--- config.mk ---
export PLATFORM = sky130hd
export DESIGN_NAME = countdown_timer
export DESIGN_NICKNAME = d
export VERILOG_FILES = /design/src/rtl/countdown_timer.sv
export SDC_FILE = /design/constraint.sdc
export NUM_CORES = 1
export LEC_CHECK = 0
export BUFFER_PORTS_ARGS = -buffer_cell sky130_fd_sc_hd__clkbuf_2
export CORE_MARGIN = 2
export CORE_UTILIZATION = 51
export DETAILED_ROUTE_END_ITERATION = 7
export PLACE_DENSITY = 0.77
export SETUP_SLACK_MARGIN = 0.1
export SYNTH_ARGS = -nofsm -noshare
export SYNTH_HDL_FRONTEND = slang
export SYNTH_SLANG_ARGS = --single-unit
--- constraint.sdc ---
create_clock -name clk -period 2.4 [get_ports clk]
set_input_delay 0.12 -clock clk [delete_from_list [all_inputs] [get_ports clk]]
set_output_delay 0.12 -clock clk [all_outputs]
set_load 0.02 [all_outputs]
--- src/rtl/countdown_timer.sv ---
// countdown_timer: presettable hh:mm:ss down-counter with run/pause control,
// a held done flag and a one-cycle expired pulse at 00:00:00.
module countdown_timer #(
   parameter int TICK_DIV = 1
) (
   input  logic       clk,
   input  logic       rst,
   input  logic       load,
   input  logic [5:0] load_sec,
   input  logic [5:0] load_min,
   input  logic [4:0] load_hour,
   input  logic       start_stop,
   output logic [5:0] sec,
   output logic [5:0] min,
   output logic [4:0] hour,
   output logic       running,
   output logic       done,
   output logic       expired
);
   localparam int PW = TICK_DIV > 1 ? $clog2(TICK_DIV) : 1;
   typedef enum logic [1:0] {IDLE, RUN, PAUSE, DONE} state_t;
   state_t state_q, state_d;
   logic [5:0] sec_q, sec_d, min_q, min_d;
   logic [4:0] hour_q, hour_d;
   logic [PW-1:0] pre_q, pre_d;
   logic running_q, running_d, done_q, done_d, expired_q, expired_d;
   logic tick, zero, one;
   assign tick = state_q == RUN && pre_q == PW'(TICK_DIV - 1);
   assign zero = {hour_q, min_q, sec_q} == '0;
   assign one  = hour_q == '0 && min_q == '0 && sec_q == 6'd1;
   always_comb begin
      state_d   = state_q;
      sec_d     = sec_q;
      min_d     = min_q;
      hour_d    = hour_q;
      pre_d     = pre_q;
      expired_d = 1'b0;
      if (load) begin
         sec_d   = load_sec > 6'd59 ? 6'd59 : load_sec;
         min_d   = load_min > 6'd59 ? 6'd59 : load_min;
         hour_d  = load_hour > 5'd23 ? 5'd23 : load_hour;
         state_d = IDLE;
         pre_d   = '0;
      end else if (start_stop) begin
         state_d = state_q == IDLE  ? (zero ? IDLE : RUN) :
                   state_q == RUN   ? PAUSE :
                   state_q == PAUSE ? RUN : IDLE;
         pre_d   = state_q == IDLE ? '0 : pre_q;
      end else if (tick) begin
         // Borrow chain; a tick at 00:00:00 is impossible since reaching it leaves RUN.
         pre_d     = '0;
         sec_d     = sec_q != '0 ? sec_q - 6'd1 : 6'd59;
         min_d     = sec_q != '0 ? min_q : (min_q != '0 ? min_q - 6'd1 : 6'd59);
         hour_d    = sec_q == '0 && min_q == '0 ? hour_q - 5'd1 : hour_q;
         state_d   = one ? DONE : RUN;
         expired_d = one;
      end else if (state_q == RUN) begin
         pre_d = pre_q + PW'(1);
      end
      running_d = state_d == RUN;
      done_d    = state_d == DONE;
   end
   always_ff @(posedge clk or posedge rst) begin
      if (rst) begin
         state_q   <= IDLE;
         sec_q     <= '0;
         min_q     <= '0;
         hour_q    <= '0;
         pre_q     <= '0;
         running_q <= 1'b0;
         done_q    <= 1'b0;
         expired_q <= 1'b0;
      end else begin
         state_q   <= state_d;
         sec_q     <= sec_d;
         min_q     <= min_d;
         hour_q    <= hour_d;
         pre_q     <= pre_d;
         running_q <= running_d;
         done_q    <= done_d;
         expired_q <= expired_d;
      end
   end
   assign sec     = sec_q;
   assign min     = min_q;
   assign hour    = hour_q;
   assign running = running_q;
   assign done    = done_q;
   assign expired = expired_q;
endmodule

=== Word level (Yosys, flattened, before mapping) ===
Index checks and enable logic that the tools add are counted.

* Bits in registers: 23
* Bits in latches: 0
* RAM bits: 0
* ROM bits: 0
* Output and inout bits: 20
* Word-level logic and storage cells: 74
* Memories kept: 0

* $add $sub $neg: 4
* $mul: 0
* Divide/modulo/power cells: 0
* Order comparisons: 3
* Equality and inequality tests: 8
* Shifts and indexed selects: 0
* Multiplexer cells: 32
* Bitwise logic cells: 1
* Reduce and logical (&&, ||, !) cells: 18

{| class="wikitable"
|+ Operator list
! cell !! number
|-
| 6-bit 2-to-1 mux || 11
|-
| 5-bit 2-to-1 mux || 5
|-
| 17-bit logical NOT || 1
|-
| 6-bit greater-than comparator, second input constant || 2
|-
| 6-bit logical NOT || 2
|-
| 2-bit 2-to-1 mux || 6
|-
| 6-bit nonzero test || 2
|-
| 6-bit by 1-bit subtractor with 6-bit output, second input constant || 2
|-
| 1-bit 2-to-1 mux || 10
|-
| 6-bit by 1-bit equality test with 1-bit output, second input constant || 1
|-
| 3-bit AND reduction || 2
|-
| 5-bit greater-than comparator, second input constant || 1
|-
| 5-bit logical NOT || 1
|-
| 5-bit by 1-bit subtractor with 5-bit output, second input constant || 1
|-
| 2-bit by 1-bit equality test with 1-bit output, second input constant || 2
|-
| 2-bit equality test, second input constant || 2
|-
| 1-bit logical AND || 4
|-
| 2-bit inequality test, second input constant || 2
|-
| 2-bit AND reduction || 2
|-
| 2-bit nonzero test || 2
|-
| 4-bit nonzero test || 1
|-
| 3-bit by 2-bit inequality test with 1-bit output, second input constant || 1
|-
| 2-bit logical NOT || 1
|-
| 1-bit adder, second input constant || 1
|-
| 1-bit inverter || 1
|}

=== Longest topological paths before layout ===
Gate-level depths: netlist (run 1).

* Depth in word-level cells: 8
* Mapped depth: 7
* Mapped depth without buffers: 6

=== Worst setup path before layout (run 1) ===
No wires, ideal clock.

* Kind: register to register
* Start: register hour_q[0] (netlist: hour[0])
* End: register running_q (netlist: running)
* Library setup time: 0.119 ns
* Data arrival time: 1.832 ns
* Required time: 2.281 ns
* Setup slack: 0.449 ns
* Stages on the path, launching flop included: 7
* Buffers on the path: 0
* Period minus slack after synthesis: 1.951 ns
* Cell sequence: dfrtp_1 -> inv_1 -> ha_1 -> or3b_1 -> nor4b_1 -> a41oi_1 -> nor2b_1

* Word-level cells in the longest chain between the ends: 8

{| class="wikitable"
|+ RTL lines
! element !! RTL line !! source
|-
| start, declared || 24 || <nowiki>logic [4:0] hour_q, hour_d;</nowiki>
|-
| start signal, assigned || 77 || <nowiki>hour_q <= hour_d;</nowiki>
|-
| 5-bit logical NOT || 30 || <nowiki>assign one = hour_q == '0 && min_q == '0 && sec_q == 6'd1;</nowiki>
|-
| 1-bit logical AND (2 in a row) || 30 ||
|-
| 2-bit 2-to-1 mux || 55 || <nowiki>state_d = one ? DONE : RUN;</nowiki>
|-
| 2-bit 2-to-1 mux || 49 || <nowiki>end else if (tick) begin</nowiki>
|-
| 2-bit 2-to-1 mux (*) || 44 || <nowiki>end else if (start_stop) begin</nowiki>
|-
| 2-bit 2-to-1 mux (*) || 38 || <nowiki>if (load) begin</nowiki>
|-
| 2-bit by 1-bit equality test with 1-bit output (*) || 60 || <nowiki>running_d = state_d == RUN;</nowiki>
|-
| via running_d || 26 || <nowiki>logic running_q, running_d, done_q, done_d, expired_q, expired_d;</nowiki>
|-
| end signal, assigned || 79 || <nowiki>running_q <= running_d;</nowiki>
|-
| end, declared || 26 ||
|}

The timed path passes the listed nets; every way through them passes the cells marked *.
A chain may end at the register's enable or synchronous reset.

=== Worst setup path in the final report (run 1) ===
Same ends and word-level chain as after synthesis.

==> out/metrics.csv, run 1 <==
stage;metric;value;unit
timing;finalHoldViolCount;0;
logic_synthesis;yosysTopAreaCell;dfrtp_1;
routing;firstDrtPassIters;4;
timing;skew;0.00368;ns
min_path;hold_path.class;in2reg;
setup_path;r2r_slack;0.36;ns
timing;fin_crit;2.04;ns
cts;cts_tree;done;
cts;clkTransAtPathRegs;0.13;ns
power;power;0.000948;W
timing;setup_tns;0;ns
floorplan;start_util;0.528;
setup_path;critPathKind;reg2reg;
cts;cts_root_buf;clkbuf_4;
setup_path;critPathLaunchType;register;
setup_path;arrival;2.25;ns
setup_path;worstPathRequired;2.62;ns
cts;h-tree-depth;1;
setup_path;worst-path-max-fanout;3;
logic_synthesis;synth-main-ff-cell;dfrtp_1;
floorplan;core-area;2730;um^2
layout;fillCellCount;251;
layout;nets;227;
cts;numCtsBuffers;3;
setup_path;crit_family;simple AND/OR/NAND/NOR gates;
setup_path;reg2reg_to;running;
setup_path;cp_slowest_cell;dfrtp_1;
setup_path;r2r_cells;6;
logic_synthesis;syn_inst;157;
global_route;antenna_found_initial;0;
setup_path;r2r-start;hour[0];
timing;setup_viol;0;
timing;rsz0062_at_grt;no;
global_route;grt_util_met2;0.394;
setup_path;crit_path_start;hour[0];
global_route;gr-total-overflow;0;
floorplan;die_w;57.2;um
global_route;grt_pass1_vias;1303;
setup_path;cp_num_cells;6;
global_route;grt_most_used_layer;met2;
cts;clk-insertion-delay-late;0.31;ns
global_route;grt_use_total;0.239;
logic_synthesis;syn_area;1440;um^2
cts;numClockSinks;23;
routing;drc;0;
routing;drt_iter0_markers;67;
logic_synthesis;synth-seq-cells;23;
floorplan;die_area;3270;um^2
setup_path;endpoint;running;
layout;antennaDiodeCount;0;
power;p_leak;0.860;nW
min_path;min_from;load_hour[0];
global_route;met3_usage;0.0204;
timing;fin_crit_sh;0.848;
timing;relSlewSlack;0.380;
logic_synthesis;synth_edf_count;0;
global_route;grt_pass1_wl;6.20;mm
setup_path;cp-end-kind;register;
setup_path;path_cells;inv_1 -> ha_1 -> or3b_1 -> nor4b_2 -> a41oi_1 -> nor2b_1;
routing;wl_per_cell;15.7;um
logic_synthesis;yosys-top-cells-area;dfrtp_1, ha_1, o21ai_0;
timing;fmax;491;MHz
floorplan;rows;19;
logic_synthesis;synth_fp_nets;184;
layout;multi_input_area;797;um^2
timing;max_slew.worst_pin.slew;0.929;ns
placed_design;place_hpwl;2.74;mm
placed_design;place.gp.congestion;0.880;
routing;ant_nets;0;
layout;syn_to_final_growth;19.7;%
cts;cts_buffer_depth;2;
min_path;hold_depth;2;
setup_path;path_buf_inv;1;
flow_run;maxCapViolations;0;
logic_synthesis;synth_cell_types;49;
power;max-vdd-ir-drop;0.384;mV
logic_synthesis;synth_most_common_cell;dfrtp_1;
routing;viasPerCell;6.03;
floorplan;io_pins;41;
logic_synthesis;yosys_warnings;0;
routing;vias;1387;
logic_synthesis;avgSynthCellArea;9.20;um^2
timing;drv_slew;0;
global_route;grt_max_degree;30;
power;power_density;549;nW/um^2
logic_synthesis;seq_area_frac_synth;0.399;
global_route;use_met1;0.341;
logic_synthesis;async_reset_ff_frac;1.00;
logic_synthesis;synth_top_area_share;0.399;
placed_design;portBuffers;40;
setup_path;max_stage_delay;0.43;ns
routing;wl;3.62;mm
logic_synthesis;synthTopCellsByCount;dfrtp_1, nand2_1, nor2_1, inv_1, o21ai_0;
layout;drive_gt1_frac;0.281;
layout;seqCellArea;576;um^2
floorplan;die-height;57.2;um
run_status;outcome;complete, no violations;
==> metrics by stage <==
stage	area, um^2	cells	utilization	setup slack [ns]	hold WS [ns]
final	1730	230	0.632	0.365	0.0302
after global routing	1730	230	0.632	0.163	0.0204
after CTS	1720	230	0.630	0.236	0.0256
after detailed placement	1680	225	0.616	0.261	0.333
after global placement	1680	225	0.616	0.386	0.318
after floorplan	1440	157	-	0.449	0.122
==> metal layers <==
metal	vias to the layer above	part of all wire	routed length (um)
met1	664	0.45	1630
met2	42	0.49	1780
met4	0	0.012	45
met3	4	0.045	161
met5	-	0	0
li1	677	-	-
==> power breakdown <==
part | leakage [nW] | switching [W] | internal (W)
logic | 0.562 | 0.000174 | 0.000119
clock network | 0.0177 | 0.000121 | 0.0000622
registers | 0.280 | 0.0000478 | 0.000424
==> sequential cells by signal, indices dropped and copies added (netlist names) <==
register	count
min	6
sec	6
hour	5
state_q	2
done	1
expired	1
pre_q	1
running	1
==> logic make-up after synthesis <==
kind of cell / count (synthesis) / synth area share
buffers and inverters: 19 / 0.0537
AOI/OAI and AO/OA: 50 / 0.250
adders and majority gates: 6 / 0.0520
and+or+nand+nor: 56 / 0.225
muxes: 2 / 0.0139
xor gates and xnor gates: 1 / 0.00607
DFF: 23 / 0.399
==> cell type report <==
class	count	share of cell area
Sequential cell	23	0.333
Timing Repair Buffer	46	0.143
Clock inverter	1	0.00290
Inverter	11	0.0239
Multi-Input combinational cell	115	0.461
Tap cell	31	0.0224
Clock buffer	3	0.0130
==> layout by cell type, fill, tap and decap left out, types with 2 or more instances in the layout <==
cell type   n
clkbuf_2   40
dfrtp_1    23
nand2_1    13
nor2_1     12
inv_1      11
o21ai_0    11
a21oi_1     7
ha_1        6
nor3_1      5
buf_4       5
nand4_1     4
a31oi_1     4
nor3b_1     3
a211oi_1    3
o22a_1      3
o32a_1      3
clkbuf_4    3
nor4b_2     2
nand3_1     2
and3_1      2
a31o_2      2
a22o_1      2
a41o_1      2
o21bai_1    2
mux2i_1     2
and4_1      2
o211a_1     2
==> what timing repair did <==
action	in CTS	in global routing
buffers inserted	0	0
endpoints found under the hold margin	23	0
resized for setup	0	1
setup endpoints to repair	0	4
hold buffers	1	0
==> worst min-delay path by stage <==
stage	end	slack (ns)
after floorplan	done	0.12
after global placement	hour[3]	0.32
after detailed placement	done	0.33
after CTS	sec[4]	0.03
after global routing	hour[0]	0.02
final	hour[0]	0.03
Note: power is estimated with default switching activity, not from simulation.
==> run 2: changes to the inputs <==
==> constraint.sdc (replaced) <==
create_clock -name clk -period 1.9 [get_ports clk]
set_input_delay 0.095 -clock clk [delete_from_list [all_inputs] [get_ports clk]]
set_output_delay 0.095 -clock clk [all_outputs]
set_load 0.02 [all_outputs]
==> run 2 against run 1 <==
Clock-buffer cell count unchanged; via count up 12%; core utilization up 11 points; cell count up 11%; setup slack worse by 0.33 ns; highest routed layer unchanged; worst hold slack worse by 0.030 ns; non-clock buffer count up 26; critical path type unchanged; clock power up 28%.
==> out/metrics.csv, run 2 (synthesis gave the netlist of run 1 again) <==
stage;metric;value;unit;change
run_status;outcome;complete, no violations;;
cts;numClockSinks;23;;unchanged
timing;max_slew.worst_pin.slew;0.673;ns;-0.256 ns
global_route;grt_use_total;0.240;;+0.00143
setup_path;cp-end-kind;register;;
cts;numCtsBuffers;3;;unchanged
timing;fin_crit_sh;0.982;;+0.134
min_path;hold_path.class;in2reg;;
global_route;antenna_found_initial;0;;unchanged
setup_path;r2r_cells;6;;unchanged
setup_path;critPathKind;reg2reg;;
placed_design;dpl.cell_count;236;;+4.9%
routing;vias;1549;;+12%
timing;worst_slack;0.0335;ns;-0.331 ns
routing;ant_nets;0;;unchanged
global_route;grt_pass1_wl;6.28;mm;+1.2%
global_route;grt_max_degree;21;;-30%
layout;final_common_cell;clkbuf_2;;
cts;cts_root_buf;clkbuf_4;;
power;p_leak;1.00;nW;+17%
layout;final_cells;256;;+11%
setup_path;max_stage_delay;0.43;ns;about the same
flow_run;maxCapViolations;0;;unchanged
cts;clkTransAtPathRegs;0.13;ns;about the same
setup_path;worstPathRequired;2.15;ns;-0.47 ns
cts;cts_buffer_depth;2;;unchanged
routing;wl_per_cell;15.8;um;+0.58%
setup_path;arrival;2.12;ns;-0.13 ns
routing;wl;4.05;mm;+12%
cts;clk-insertion-delay-late;0.32;ns;about the same
timing;drv_slew;0;;unchanged
timing;fmax;536;MHz;+9.0%
setup_path;worst-path-max-fanout;4;;+1
floorplan;start_util;0.528;;unchanged
routing;viasPerCell;6.05;;+0.34%
power;power_density;647;nW/um^2;+18%
floorplan;die_area;3270;um^2;unchanged
floorplan;die-height;57.2;um;unchanged
floorplan;io_pins;41;;unchanged
setup_path;cp_slowest_cell;dfrtp_2;;
floorplan;rows;19;;unchanged
placed_design;portBuffers;40;;unchanged
floorplan;die_w;57.2;um;unchanged
cts;h-tree-depth;1;;unchanged
placed_design;place.gp.congestion;0.889;;+1.0%
cts;cts_tree;done;;
timing;skew;0.00438;ns;+0.000707 ns
placed_design;pre_cts_ws;-0.0352;ns;-0.296 ns
timing;hold_ws;0.0000119;ns;-0.0302 ns
min_path;hold_depth;2;;unchanged
layout;final_cell_mix;clkbuf_2, buf_4, dfrtp_1;;
routing;drc;0;;unchanged
power;max-vdd-ir-drop;0.468;mV;+22%
timing;finalHoldViolCount;0;;unchanged
global_route;grt_pass1_vias;1453;;+12%
layout;antennaDiodeCount;0;;unchanged
layout;drive_gt1_frac;0.453;;+0.172
setup_path;path_cells;inv_2 -> ha_4 -> or3b_4 -> nand2b_4 -> or4_4 -> a31oi_1;;
routing;firstDrtPassIters;4;;unchanged
floorplan;core-area;2730;um^2;unchanged
timing;rsz0062_at_grt;yes;;
timing;setup_viol;0;;unchanged
layout;nets;253;;+11%
layout;syn_to_final_growth;41.2;%;
setup_path;critPathLaunchType;register;;
placed_design;place_hpwl;2.81;mm;+2.4%
timing;relSlewSlack;0.551;;+0.171
routing;drt_iter0_markers;123;;+84%
global_route;gr-total-overflow;0;;unchanged
timing;fin_crit;1.87;ns;-0.169 ns
==> run 2: changes by cell type in the layout (fill, tap and decap cells not counted), sizes merged <==
cell         before  now
buf               5   29
dlygate4sd3       1    3
==> run 2: area by class of cell <==
type                            instances  area [um^2]
Multi-Input combinational cell        115          900
Fill cell                             191          696
Clock buffer                            3         22.5
Tap cell                               31         38.8
Sequential cell                        23          583
Clock inverter                          1         5.00
Timing Repair Buffer                   72          448
Inverter                               11         41.3
==> run 2: final timing paths <==
check,startpoint,to,slack (ns)
max,min[1],hour[4],0.03
min,load_hour[0],hour[0],0.00001
max reg2reg,min[1],hour[4],0.03
min reg2reg,sec[1],sec[1],0.57
max in group asynchronous,rst,sec[5],0.95
min in group asynchronous,rst,hour[3],0.38
==> run 2: where the power goes <==
part	switching (W)	internal (W)	total (W)
registers	0.0000629	0.000539	0.000601
logic	0.000259	0.000222	0.000482
clock network	0.000156	0.0000788	0.000234
total	0.000478	0.000840	0.00132
==> run 2: critical path, delay by kind of cell, from the launching register on <==
| kind | cells | cell delay (ns) |
|---|---|---|
| adder cells (fa/ha/maj) | 1 | 0.13 |
| flip-flops | 1 | 0.43 |
| AND/OR/NAND/NOR | 3 | 0.98 |
| buffers and inverters | 1 | 0.08 |
| AO/OA/AOI/OAI | 1 | 0.17 |
==> run 2: routing by layer <==
layer | share of wire | track usage | wire length (um) | vias to the layer above
met1 | 0.43 | 0.316 | 1750 | 763
met5 | 0 | 0 | 0 | -
met2 | 0.51 | 0.407 | 2050 | 57
met4 | 0.0077 | 0.0797 | 31 | 0
met3 | 0.052 | 0.0340 | 211 | 4
li1 | - | - | - | 725
==> run 2: repair_timing <==
action / in CTS / in global routing
hold buffers: 2 / 1
endpoints found under the hold margin: 16 / 1
setup endpoints to repair: 10 / 15
resized for setup: 6 / 17
setup buffers: 5 / 8
pin swaps: 6 / 7
==> run 2: per-stage QoR <==
step	power (W)	TNS, ns	utilization	area [um^2]
after global routing	0.00140	-0.0347	0.746	2040
after detailed placement	0.00100	-0.0480	0.650	1780
after CTS	0.00127	0	0.692	1890
after floorplan	0.000846	0	-	1460
after global placement	0.000991	0	0.650	1780
final	0.00132	0	0.746	2040
==> run 3: changes to the inputs <==
--- a/config.mk
+++ b/config.mk
@@ -10,7 +10,7 @@
 export CORE_UTILIZATION = 51
 export DETAILED_ROUTE_END_ITERATION = 7
 export PLACE_DENSITY = 0.77
-export SETUP_SLACK_MARGIN = 0.1
+export SETUP_SLACK_MARGIN = 0.4
 export SYNTH_ARGS = -nofsm -noshare
 export SYNTH_HDL_FRONTEND = slang
 export SYNTH_SLANG_ARGS = --single-unit
==> run 3 against run 2 <==
The run now ends with hold timing, setup timing left; worst hold slack worse by 0.0025 ns; global-route usage grew 2.8 points; fmax is 2.6% lower; sequential power barely moved; combinational power grew 17%; non-clock buffer count up 2; sequential cell count did not move; clock power hardly changed; clock-buffer cell count stayed put; setup slack worse by 0.050 ns; first-iteration DRC count is 0.81% lower.
==> out/metrics.csv, run 3 (synthesis gave the netlist of run 1 again) <==
stage;metric;value;unit;change
layout;syn_to_final_growth;54.4;%;
placed_design;place.gp.congestion;0.905;;+1.8%
cts;numCtsBuffers;3;;unchanged
cts;clk-insertion-delay-late;0.31;ns;about the same
cts;h-tree-depth;1;;unchanged
global_route;grt_max_degree;24;;+14%
run_status;violations;hold timing, setup timing;;
floorplan;die_area;3270;um^2;unchanged
routing;firstDrtPassIters;4;;unchanged
setup_path;reg2reg_to;hour[4];;
floorplan;die_w;57.2;um;unchanged
layout;final_common_cell;clkbuf_2;;
cts;cts_buffer_depth;2;;unchanged
run_status;outcome;complete, but fails checks;;
min_path;min_from;load_sec[1];;
placed_design;pre_cts_ws;-0.0539;ns;-0.0187 ns
layout;drive_gt1_frac;0.573;;+0.119
timing;relSlewSlack;0.728;;+0.177
routing;wl_per_cell;17.2;um;+8.5%
setup_path;path_buf_inv;1;;unchanged
floorplan;io_pins;41;;unchanged
timing;fin_crit_sh;1.01;;+0.0261
global_route;gr-total-overflow;0;;unchanged
cts;cts_tree;done;;
power;p_leak;1.05;nW;+5.0%
floorplan;die-height;57.2;um;unchanged
setup_path;r2r_cells;6;;unchanged
timing;rsz0062_at_grt;yes;;
cts;cts_root_buf;clkbuf_4;;
global_route;grt_pass1_wl;6.98;mm;+11%
timing;hold_ws;-0.00251;ns;-0.00252 ns
setup_path;r2r_slack;-0.02;ns;-0.05 ns
setup_path;crit_family;simple AND/OR/NAND/NOR gates;;
setup_path;arrival;2.16;ns;+0.04 ns
min_path;hold_path.class;in2reg;;
setup_path;critPathKind;reg2reg;;
global_route;antenna_found_initial;0;;unchanged
timing;drv_slew;0;;unchanged
setup_path;critPathLaunchType;register;;
setup_path;r2r-start;min[0];;
setup_path;cp_slowest_cell;or4_4;;
routing;vias;1528;;-1.4%
routing;viasPerCell;5.92;;-2.1%
global_route;grt_use_total;0.268;;+0.0277
timing;max_slew.worst_pin.slew;0.408;ns;-0.265 ns
setup_path;worstPathRequired;2.15;ns;about the same
placed_design;portBuffers;40;;unchanged
min_path;hold_depth;3;;+1
layout;multi_input_area;1030;um^2;+14%
routing;drc;0;;unchanged
cts;clkTransAtPathRegs;0.13;ns;about the same
setup_path;worst-path-max-fanout;4;;unchanged
timing;setup_viol;1;;+1
routing;drt_iter0_markers;122;;-0.81%
placed_design;place_hpwl;2.80;mm;-0.27%
setup_path;path_cells;inv_2 -> ha_4 -> or3b_4 -> nand2b_4 -> or4_4 -> a31oi_1;;
layout;nets;255;;+0.79%
layout;seqCellArea;589;um^2;+1.1%
routing;routed.top_layer;met4;;
setup_path;cp-end-kind;register;;
timing;fin_crit;1.92;ns;+0.0496 ns
global_route;grt_pass1_vias;1519;;+4.5%
layout;final_cell_mix;clkbuf_2, buf_4, nand2_1;;
floorplan;rows;19;;unchanged
timing;finalHoldViolCount;1;;+1
routing;met2_length;2.44;mm;+19%
floorplan;core-area;2730;um^2;unchanged
timing;skew;0.000673;ns;-0.00371 ns
layout;fillCellCount;159;;-17%
timing;fmax;522;MHz;-2.6%
layout;antennaDiodeCount;0;;unchanged
routing;ant_nets;0;;unchanged
flow_run;maxCapViolations;0;;unchanged
routing;routed-wl-met3;141;um;-33%
power;max-vdd-ir-drop;0.613;mV;+31%
timing;worst_slack;-0.0161;ns;-0.0496 ns
min_path;hold_path_end;sec[1];;
setup_path;max_stage_delay;0.47;ns;+0.04 ns
floorplan;start_util;0.528;;unchanged
power;power_density;627;nW/um^2;-3.0%
cts;numClockSinks;23;;unchanged
routing;wl;4.43;mm;+9.3%
routing;drt-met1-wl;1.81;mm;+3.1%
## run 3: cell types whose count changed in the layout (fill, tap and decap cells not counted), sizes merged
cell / delta
dlygate4sd3: -1
buf: +3
## run 3: worst reg2reg max path, cell delays in order (launching register included)
cell	delay [ns]
dfrtp_2	0.44
inv_2	0.08
ha_4	0.13
or3b_4	0.42
nand2b_4	0.16
or4_4	0.47
a31oi_1	0.16
## run 3: metal layers
| layer | global-route usage | vias to the layer above |
|---|---|---|
| met3 | 0.0227 | 6 |
| met1 | 0.364 | 752 |
| met4 | 0.0631 | 0 |
| met2 | 0.465 | 39 |
| met5 | 0 | - |
| li1 | - | 731 |
## run 3: worst max path at each step
stage,startpoint,to,slack [ns],cells after the start
after floorplan,min[0],hour[4],0.001,6
after detailed placement,min[0],hour[4],-0.05,6
after global placement,min[0],hour[2],0.04,6
after CTS,min[0],hour[4],-0.02,6
after global routing,min[0],hour[2],-0.08,7
final,min[0],hour[4],-0.02,6
## run 3: repair_timing
| item | CTS | global route |
|---|---|---|
| hold endpoints to repair | 23 | 1 |
| buffers inserted | 13 | 6 |
| hold buffers | 1 | 1 |
| endpoints found under the setup margin | 21 | 22 |
| resized for setup | 19 | 38 |
| pin swaps | 12 | 17 |
## run 3: power breakdown
| part | internal (W) | total, W | switching (W) |
|---|---|---|---|
| sequential | 0.000541 | 0.000601 | 0.0000596 |
| combinational | 0.000258 | 0.000562 | 0.000304 |
| clock | 0.0000787 | 0.000236 | 0.000157 |
## run 3: stage by stage
stage / util / setup TNS (ns) / total power, W / area [um^2] / std cells
6_report: 0.816 / -0.0161 / 0.00140 / 2230 / 258
5_1_grt: 0.816 / -0.274 / 0.00148 / 2230 / 258
4_1_cts: 0.741 / -0.0563 / 0.00132 / 2020 / 251
3_5_place_dp: 0.661 / -0.0860 / 0.00102 / 1810 / 233
3_3_place_gp: 0.661 / 0 / 0.00101 / 1810 / 233
2_1_floorplan: - / 0 / 0.000867 / 1520 / 157
## run 3: area by class of cell
cell class,count,share of cell area
clock buffers,3,0.0101
clock inverters,1,0.00224
inverters,11,0.0196
well taps,31,0.0174
repair buffers,74,0.225
flip-flops and latches,23,0.264
multi-input cells,115,0.461
